$ cat src/rtl/cpu6502_sprite_dma_pkg.sv
// cpu6502_dma_pkg: shared state encoding and default addresses for the sprite DMA engine.
`default_nettype none

package cpu6502_dma_pkg;

  typedef enum logic [2:0] {
    IDLE  = 3'd0,
    HALT  = 3'd1,
    ALIGN = 3'd2,
    READ  = 3'd3,
    WRITE = 3'd4
  } dma_state_t;

  localparam logic [15:0] DMA_TRIGGER_ADDR = 16'h4014;
  localparam logic [15:0] DMA_DEST_ADDR    = 16'h2004;
  localparam int          DMA_MAX_LENGTH   = 256;

endpackage

`default_nettype wire

$ cat src/rtl/cpu6502_sprite_dma_if.sv
// cpu6502_sprite_dma_if: CPU snoop inputs and DMA bus-mux outputs of the sprite DMA engine.
`default_nettype none

interface cpu6502_sprite_dma_if;

  logic        clockEnable;
  logic [15:0] cpuAddress;
  logic [7:0]  cpuDataOut;
  logic        cpuWrite;
  logic [7:0]  busDataIn;
  logic        cpuReady;
  logic        busOwner;
  logic [15:0] busAddress;
  logic [7:0]  busDataOut;
  logic        busWrite;
  logic        busy;
`ifdef CPU6502_DMA_STALLCOUNT_EN
  logic        stallCountClear;
  logic [15:0] stallCount;

  modport master (
    output clockEnable, cpuAddress, cpuDataOut, cpuWrite, busDataIn, stallCountClear,
    input  cpuReady, busOwner, busAddress, busDataOut, busWrite, busy, stallCount
  );
  modport slave (
    input  clockEnable, cpuAddress, cpuDataOut, cpuWrite, busDataIn, stallCountClear,
    output cpuReady, busOwner, busAddress, busDataOut, busWrite, busy, stallCount
  );
`else
  modport master (
    output clockEnable, cpuAddress, cpuDataOut, cpuWrite, busDataIn,
    input  cpuReady, busOwner, busAddress, busDataOut, busWrite, busy
  );
  modport slave (
    input  clockEnable, cpuAddress, cpuDataOut, cpuWrite, busDataIn,
    output cpuReady, busOwner, busAddress, busDataOut, busWrite, busy
  );
`endif

endinterface

`default_nettype wire

$ cat src/rtl/cpu6502_sprite_dma.sv
// cpu6502_sprite_dma: OAM-style page copy engine that halts the 6502 and drives the bus mux.
// Optional stall counter enabled by CPU6502_DMA_STALLCOUNT_EN.
`default_nettype none

module cpu6502_sprite_dma
  import cpu6502_dma_pkg::*;
#(
  parameter logic [15:0] TRIGGER_ADDR = DMA_TRIGGER_ADDR,
  parameter logic [15:0] DEST_ADDR    = DMA_DEST_ADDR,
  parameter int          LENGTH       = DMA_MAX_LENGTH
) (
  input  wire logic          clock,
  input  wire logic          reset,
  cpu6502_sprite_dma_if.slave bus
);

  localparam logic [7:0] LAST_INDEX = 8'(LENGTH - 1);

  dma_state_t  state, state_next;
  logic        parity;
  logic [7:0]  page, page_next;
  logic [7:0]  index, index_next;
  logic        busy_q, busy_next;
  logic        ready_q, ready_next;
  logic        owner_q, owner_next;
  logic [15:0] addr_q, addr_next;
  logic [7:0]  dout_q, dout_next;
  logic        write_q, write_next;

  always_comb begin
    state_next = state;
    page_next  = page;
    index_next = index;
    busy_next  = busy_q;
    ready_next = ready_q;
    owner_next = owner_q;
    addr_next  = addr_q;
    dout_next  = dout_q;
    write_next = 1'b0;
    case (state)
      IDLE: begin
        if (bus.cpuWrite && bus.cpuAddress == TRIGGER_ADDR) begin
          page_next  = bus.cpuDataOut;
          index_next = 8'd0;
          busy_next  = 1'b1;
          ready_next = 1'b0;
          state_next = HALT;
        end
      end
      HALT: begin
        // CPU write runs (RMW, interrupt pushes) cannot be halted; wait for a read cycle.
        if (!bus.cpuWrite) begin
          owner_next = 1'b1;
          addr_next  = {page, index};
          state_next = parity ? ALIGN : READ;
        end
      end
      ALIGN: begin
        addr_next  = {page, index};
        state_next = READ;
      end
      READ: begin
        // busDataOut doubles as the data latch for the following write.
        addr_next  = DEST_ADDR;
        dout_next  = bus.busDataIn;
        write_next = 1'b1;
        state_next = WRITE;
      end
      WRITE: begin
        if (index == LAST_INDEX) begin
          ready_next = 1'b1;
          owner_next = 1'b0;
          busy_next  = 1'b0;
          state_next = IDLE;
        end else begin
          index_next = index + 8'd1;
          addr_next  = {page, index + 8'd1};
          state_next = READ;
        end
      end
      default: state_next = IDLE;
    endcase
  end

  always_ff @(posedge clock or posedge reset) begin
    if (reset) begin
      state   <= IDLE;
      parity  <= 1'b0;
      page    <= 8'd0;
      index   <= 8'd0;
      busy_q  <= 1'b0;
      ready_q <= 1'b1;
      owner_q <= 1'b0;
      addr_q  <= 16'd0;
      dout_q  <= 8'd0;
      write_q <= 1'b0;
    end else if (bus.clockEnable) begin
      state   <= state_next;
      parity  <= ~parity;
      page    <= page_next;
      index   <= index_next;
      busy_q  <= busy_next;
      ready_q <= ready_next;
      owner_q <= owner_next;
      addr_q  <= addr_next;
      dout_q  <= dout_next;
      write_q <= write_next;
    end
  end

  assign bus.cpuReady   = ready_q;
  assign bus.busOwner   = owner_q;
  assign bus.busAddress = addr_q;
  assign bus.busDataOut = dout_q;
  assign bus.busWrite   = write_q;
  assign bus.busy       = busy_q;

`ifdef CPU6502_DMA_STALLCOUNT_EN
  logic [15:0] stall_count;

  always_ff @(posedge clock or posedge reset) begin
    if (reset) begin
      stall_count <= 16'd0;
    end else if (bus.clockEnable) begin
      if (bus.stallCountClear)
        stall_count <= 16'd0;
      else if (!ready_q && stall_count != 16'hFFFF)
        stall_count <= stall_count + 16'd1;
    end
  end

  assign bus.stallCount = stall_count;
`endif

endmodule

`default_nettype wire
$ cat src/flat_wrapper.sv
// flat-port wrapper written by rule: the top's interface ports become plain ports
module cpu6502_sprite_dma_flat import cpu6502_dma_pkg::*;
#(
  parameter logic [15:0] TRIGGER_ADDR = DMA_TRIGGER_ADDR,
  parameter logic [15:0] DEST_ADDR    = DMA_DEST_ADDR,
  parameter int          LENGTH       = DMA_MAX_LENGTH
)
  (clock, reset, bus_clockEnable, bus_cpuAddress, bus_cpuDataOut, bus_cpuWrite, bus_busDataIn, bus_cpuReady, bus_busOwner, bus_busAddress, bus_busDataOut, bus_busWrite, bus_busy);
  cpu6502_sprite_dma_if bus_i ();
  input  wire logic clock;
  input  wire logic reset;
  input wire logic [$bits(bus_i.clockEnable)-1:0] bus_clockEnable;
  input wire logic [$bits(bus_i.cpuAddress)-1:0] bus_cpuAddress;
  input wire logic [$bits(bus_i.cpuDataOut)-1:0] bus_cpuDataOut;
  input wire logic [$bits(bus_i.cpuWrite)-1:0] bus_cpuWrite;
  input wire logic [$bits(bus_i.busDataIn)-1:0] bus_busDataIn;
  output wire logic [$bits(bus_i.cpuReady)-1:0] bus_cpuReady;
  output wire logic [$bits(bus_i.busOwner)-1:0] bus_busOwner;
  output wire logic [$bits(bus_i.busAddress)-1:0] bus_busAddress;
  output wire logic [$bits(bus_i.busDataOut)-1:0] bus_busDataOut;
  output wire logic [$bits(bus_i.busWrite)-1:0] bus_busWrite;
  output wire logic [$bits(bus_i.busy)-1:0] bus_busy;
  assign bus_i.clockEnable = bus_clockEnable;
  assign bus_i.cpuAddress = bus_cpuAddress;
  assign bus_i.cpuDataOut = bus_cpuDataOut;
  assign bus_i.cpuWrite = bus_cpuWrite;
  assign bus_i.busDataIn = bus_busDataIn;
  assign bus_cpuReady = bus_i.cpuReady;
  assign bus_busOwner = bus_i.busOwner;
  assign bus_busAddress = bus_i.busAddress;
  assign bus_busDataOut = bus_i.busDataOut;
  assign bus_busWrite = bus_i.busWrite;
  assign bus_busy = bus_i.busy;
  cpu6502_sprite_dma #(.TRIGGER_ADDR(TRIGGER_ADDR), .DEST_ADDR(DEST_ADDR), .LENGTH(LENGTH)) u_core (.clock(clock), .reset(reset), .bus(bus_i));
endmodule
$ cat config.mk
export PLATFORM = sky130hd
export DESIGN_NAME = cpu6502_sprite_dma_flat
export DESIGN_NICKNAME = d
export VERILOG_FILES = /design/src/rtl/cpu6502_sprite_dma_pkg.sv /design/src/rtl/cpu6502_sprite_dma_if.sv /design/src/rtl/cpu6502_sprite_dma.sv /design/src/flat_wrapper.sv
export SDC_FILE = /design/constraint.sdc
export NUM_CORES = 1
export LEC_CHECK = 0
export CAP_MARGIN = 30
export CORE_MARGIN = 2
export CORE_UTILIZATION = 48
export CTS_CLUSTER_SIZE = 20
export DETAILED_ROUTE_END_ITERATION = 8
export PLACE_DENSITY_LB_ADDON = 0.12
export SYNTH_ARGS = -nofsm -noshare
export SYNTH_HDL_FRONTEND = slang
export SYNTH_SLANG_ARGS = --single-unit
$ cat constraint.sdc
create_clock -name clock -period 2.1 [get_ports clock]
set_input_delay 0.21 -clock clock [delete_from_list [all_inputs] [get_ports clock]]
set_output_delay 0.21 -clock clock [all_outputs]
set_load 0.005 [all_outputs]
==> impl_results.md <==
- Mapped cell area: roughly 2300 µm²
- Port Buffers: 63
- Int Power: 2110 µW
- Post-DP HPWL: 3.62 mm
- Crit start category: flip-flop
- CP required: approximately 2.3 ns
- Pin count of the biggest net entering global routing: 33
- Slew Limit Fails: 0
- Comb power frac: 40.6%
- Core area: about 4700 µm²
- Count of final setup violators: 0
- Maximum clock insertion buffer count: 2
- Leak Pwr: 0.00133 µW
- Worst slew margin: 73.6%
- Synth top area cells: dfrtp_1 51%, mux2_2 6.4%, o21ai_0 4.1%
- Starting density of the core: between 40% and 50%
- Placed insts: 335
- Residual DRC count: 0
- Vias post-DR: approximately 1,900
- Asr flop ratio synth: 100%
- Site row count: 25
- CP endpoint kind: flip-flop
- FF-to-FF setup slack: 0.17 ns
- Net Sw Power: about 1000 µW
- Tcrit/Tclk final: between 90% and 100%
- Diodes inserted: 0
- Post-synth top area cell: dfrtp_1
- Avg Inst Size Synth: 10.5 µm²
- Clock power share: 17.2%
- Iter 0 DRT Violations: 108
- Setup Fix Bufs, Post-CTS: 0
- Antenna violations before repair: 0
- Status: finished, final reports clean
- Final WL: 5.01 mm
- Root Buffer: clkbuf_8
- Crit Path Max Fanout: 15
- GRT Util Overall: 19.7%
- Cell area after placement: approximately 3000 µm²
- Synth Flop Type: dfrtp_1
- Least-Margin Pin Slew: ~0.40 ns
- Post-synth top area share: 51.1%
- RePlAce Congestion: 0.790
- # clock sinks: 48
- Fin Clk Skew: 0.00593 ns
- PwrDens: 1010 nW/µm²
- WP data arrival: 2.16 ns
- Power, Total: roughly 3200 µW
- Grt total ovfl: 0
- Register area share after synthesis: 52.2%
- CTS tree: yes
- CTS Buf Count: 5
- RSZ-0062 raised after global routing: no
- Net Sw Frac: roughly 33%
- Reg-to-reg endpoint: u_core.bus.busAddress[13]
- Number of synthesized flops with an enable pin: 0
- Hold slack final: 0.211 ns
- Nets: 325
- Vias in the first global route: 1,789
- #FFs+latches synth: 48
- Crit Path Category: reg2reg
- Mapped Nets: around 260
- First-pass GRT wire length: between 8 and 9 mm
- Max Fclk: 518 MHz
- FF-to-FF Start: u_core.index[0]
- Commonest cells post-synth: 47 x dfrtp_1, 19 x o21ai_0, 17 x nand3_1
- Cell variety after synth: 40
- Seq pwr share: 42.2%
- Top-level port count: 64
- Layout area overhead: 35.1%
- Syn Inst Count: 220
- Final hold vios: 0
- H-tree Lvls: 2
- Peak supply drop: 0.000645 V
- Layout cells sized above 1: 15.9%
- ANT nets after route: 0
- Reg2Reg Depth: 7
- Die Width: about 73 µm
- DR WL/cell: 14.6 µm
- Full die area: approximately 5400 µm²
- Yosys warns: 0
- Worst min path class: in2async
- Hold Buf Count CTS: 0
- PnR worst setup slack: approximately 0.17 ns
- Skew-Pair Late Insertion Delay: ~0.30 ns
- Drt first pass iters: 4
- Drt via density: 5.54
- Die Y: 73.3 µm
- Reg clk slew, reported paths: 0.09 ns
- Final min period: 1.93 ns
- Final instance area: around 3100 µm²
- Fin cells: 343
- Max cap viols: 0
- Most common cell in the netlist: dfrtp_1
- Dpl ws: -0.0488 ns
- PostCTS Resize Cnt: 0
==> per-layer routing <==
layer / global-route usage [%] / up-vias / share of wire [%]
li1: - / 928 / -
met1: 25.5 / 898 / 46
met2: 31.7 / 68 / 46
met3: 5.21 / 5 / 6.7
met4: 7.82 / 0 / 1.4
met5: 0 / - / 0
==> critical path, cell delays in order, from the launching register on <==
cell      delay (ns)
dfrtp_1         0.43
ha_1            0.27
and3_2          0.30
a311oi_4        0.29
a21o_4          0.17
buf_4           0.20
nor2_1          0.05
a31oi_1         0.15
==> flip-flops by register name (all words and copies together), names as in the netlist <==
| signal | cells |
|---|---|
| u_core.bus.busAddress | 16 |
| u_core.bus.busDataOut | 8 |
| u_core.index | 8 |
| u_core.page | 8 |
| u_core.state | 3 |
| u_core.bus.busOwner | 1 |
| u_core.bus.busWrite | 1 |
| u_core.bus.busy | 1 |
| u_core.bus.cpuReady | 1 |
| u_core.parity | 1 |
==> metrics by stage <==
step	setup TNS [ns]	util [%]
2_1_floorplan	0	-
3_3_place_gp	-0.161	64.9
3_5_place_dp	-0.237	64.9
4_1_cts	0	66.8
5_1_grt	0	66.8
6_report	0	66.8
==> logic make-up after synthesis <==
logic type | after synthesis | synth area share (%)
AO/OA/AOI/OAI | 61 | 17.5
multiplexers | 17 | 8.96
XOR/XNOR | 2 | 0.761
flip-flops | 48 | 52.2
adder cells (fa/ha/maj) | 1 | 0.543
buffers and inverters | 31 | 6.46
AND/OR/NAND/NOR | 60 | 13.5
==> worst max-delay path by stage <==
| stage | startpoint | end | slack (ns) | cells after the start |
|---|---|---|---|---|
| floorplan | u_core.index[0] | u_core.bus.busAddress[3] | 0.13 | 6 |
| global placement | bus_cpuWrite | u_core.page[2] | -0.03 | 6 |
| detailed placement | bus_cpuWrite | u_core.page[2] | -0.05 | 6 |
| CTS | u_core.index[0] | u_core.bus.busAddress[13] | 0.14 | 7 |
| global route | u_core.index[0] | u_core.bus.busAddress[13] | 0.02 | 7 |
| finish | u_core.index[0] | u_core.bus.busAddress[13] | 0.17 | 7 |
==> power groups by stage <==
stage               sequential, µW  clock, µW  combinational, µW
floorplan                     1330          0                724
global placement              1340          0               1270
CTS                           1330        563               1290
detailed placement            1350          0               1280
global route                  1360        605               1420
finish                        1330        543               1280
==> placed cells by master, fill, tap and decap left out, drive strengths merged, types with 7 or more instances in the layout <==
cell type and n:
o21ai 19, nor2 15, buf 14, clkdlybuf4s50 63, a21oi 14, dfrtp 47
a31oi 7, nand3 17, nand2 11, mux2 17, inv 15
==> cell type report <==
class / count / area, µm²
inverters: 15 / 56.3
flip-flops and latches: 48 / 1200
clock buffers: 6 / 72.6
clock inverters: 2 / 12.5
multi-input cells: 141 / 953
fillers: 394 / 1550
repair buffers: 77 / 748
well taps: 54 / 67.6
Power figures use the tool's default switching activity.
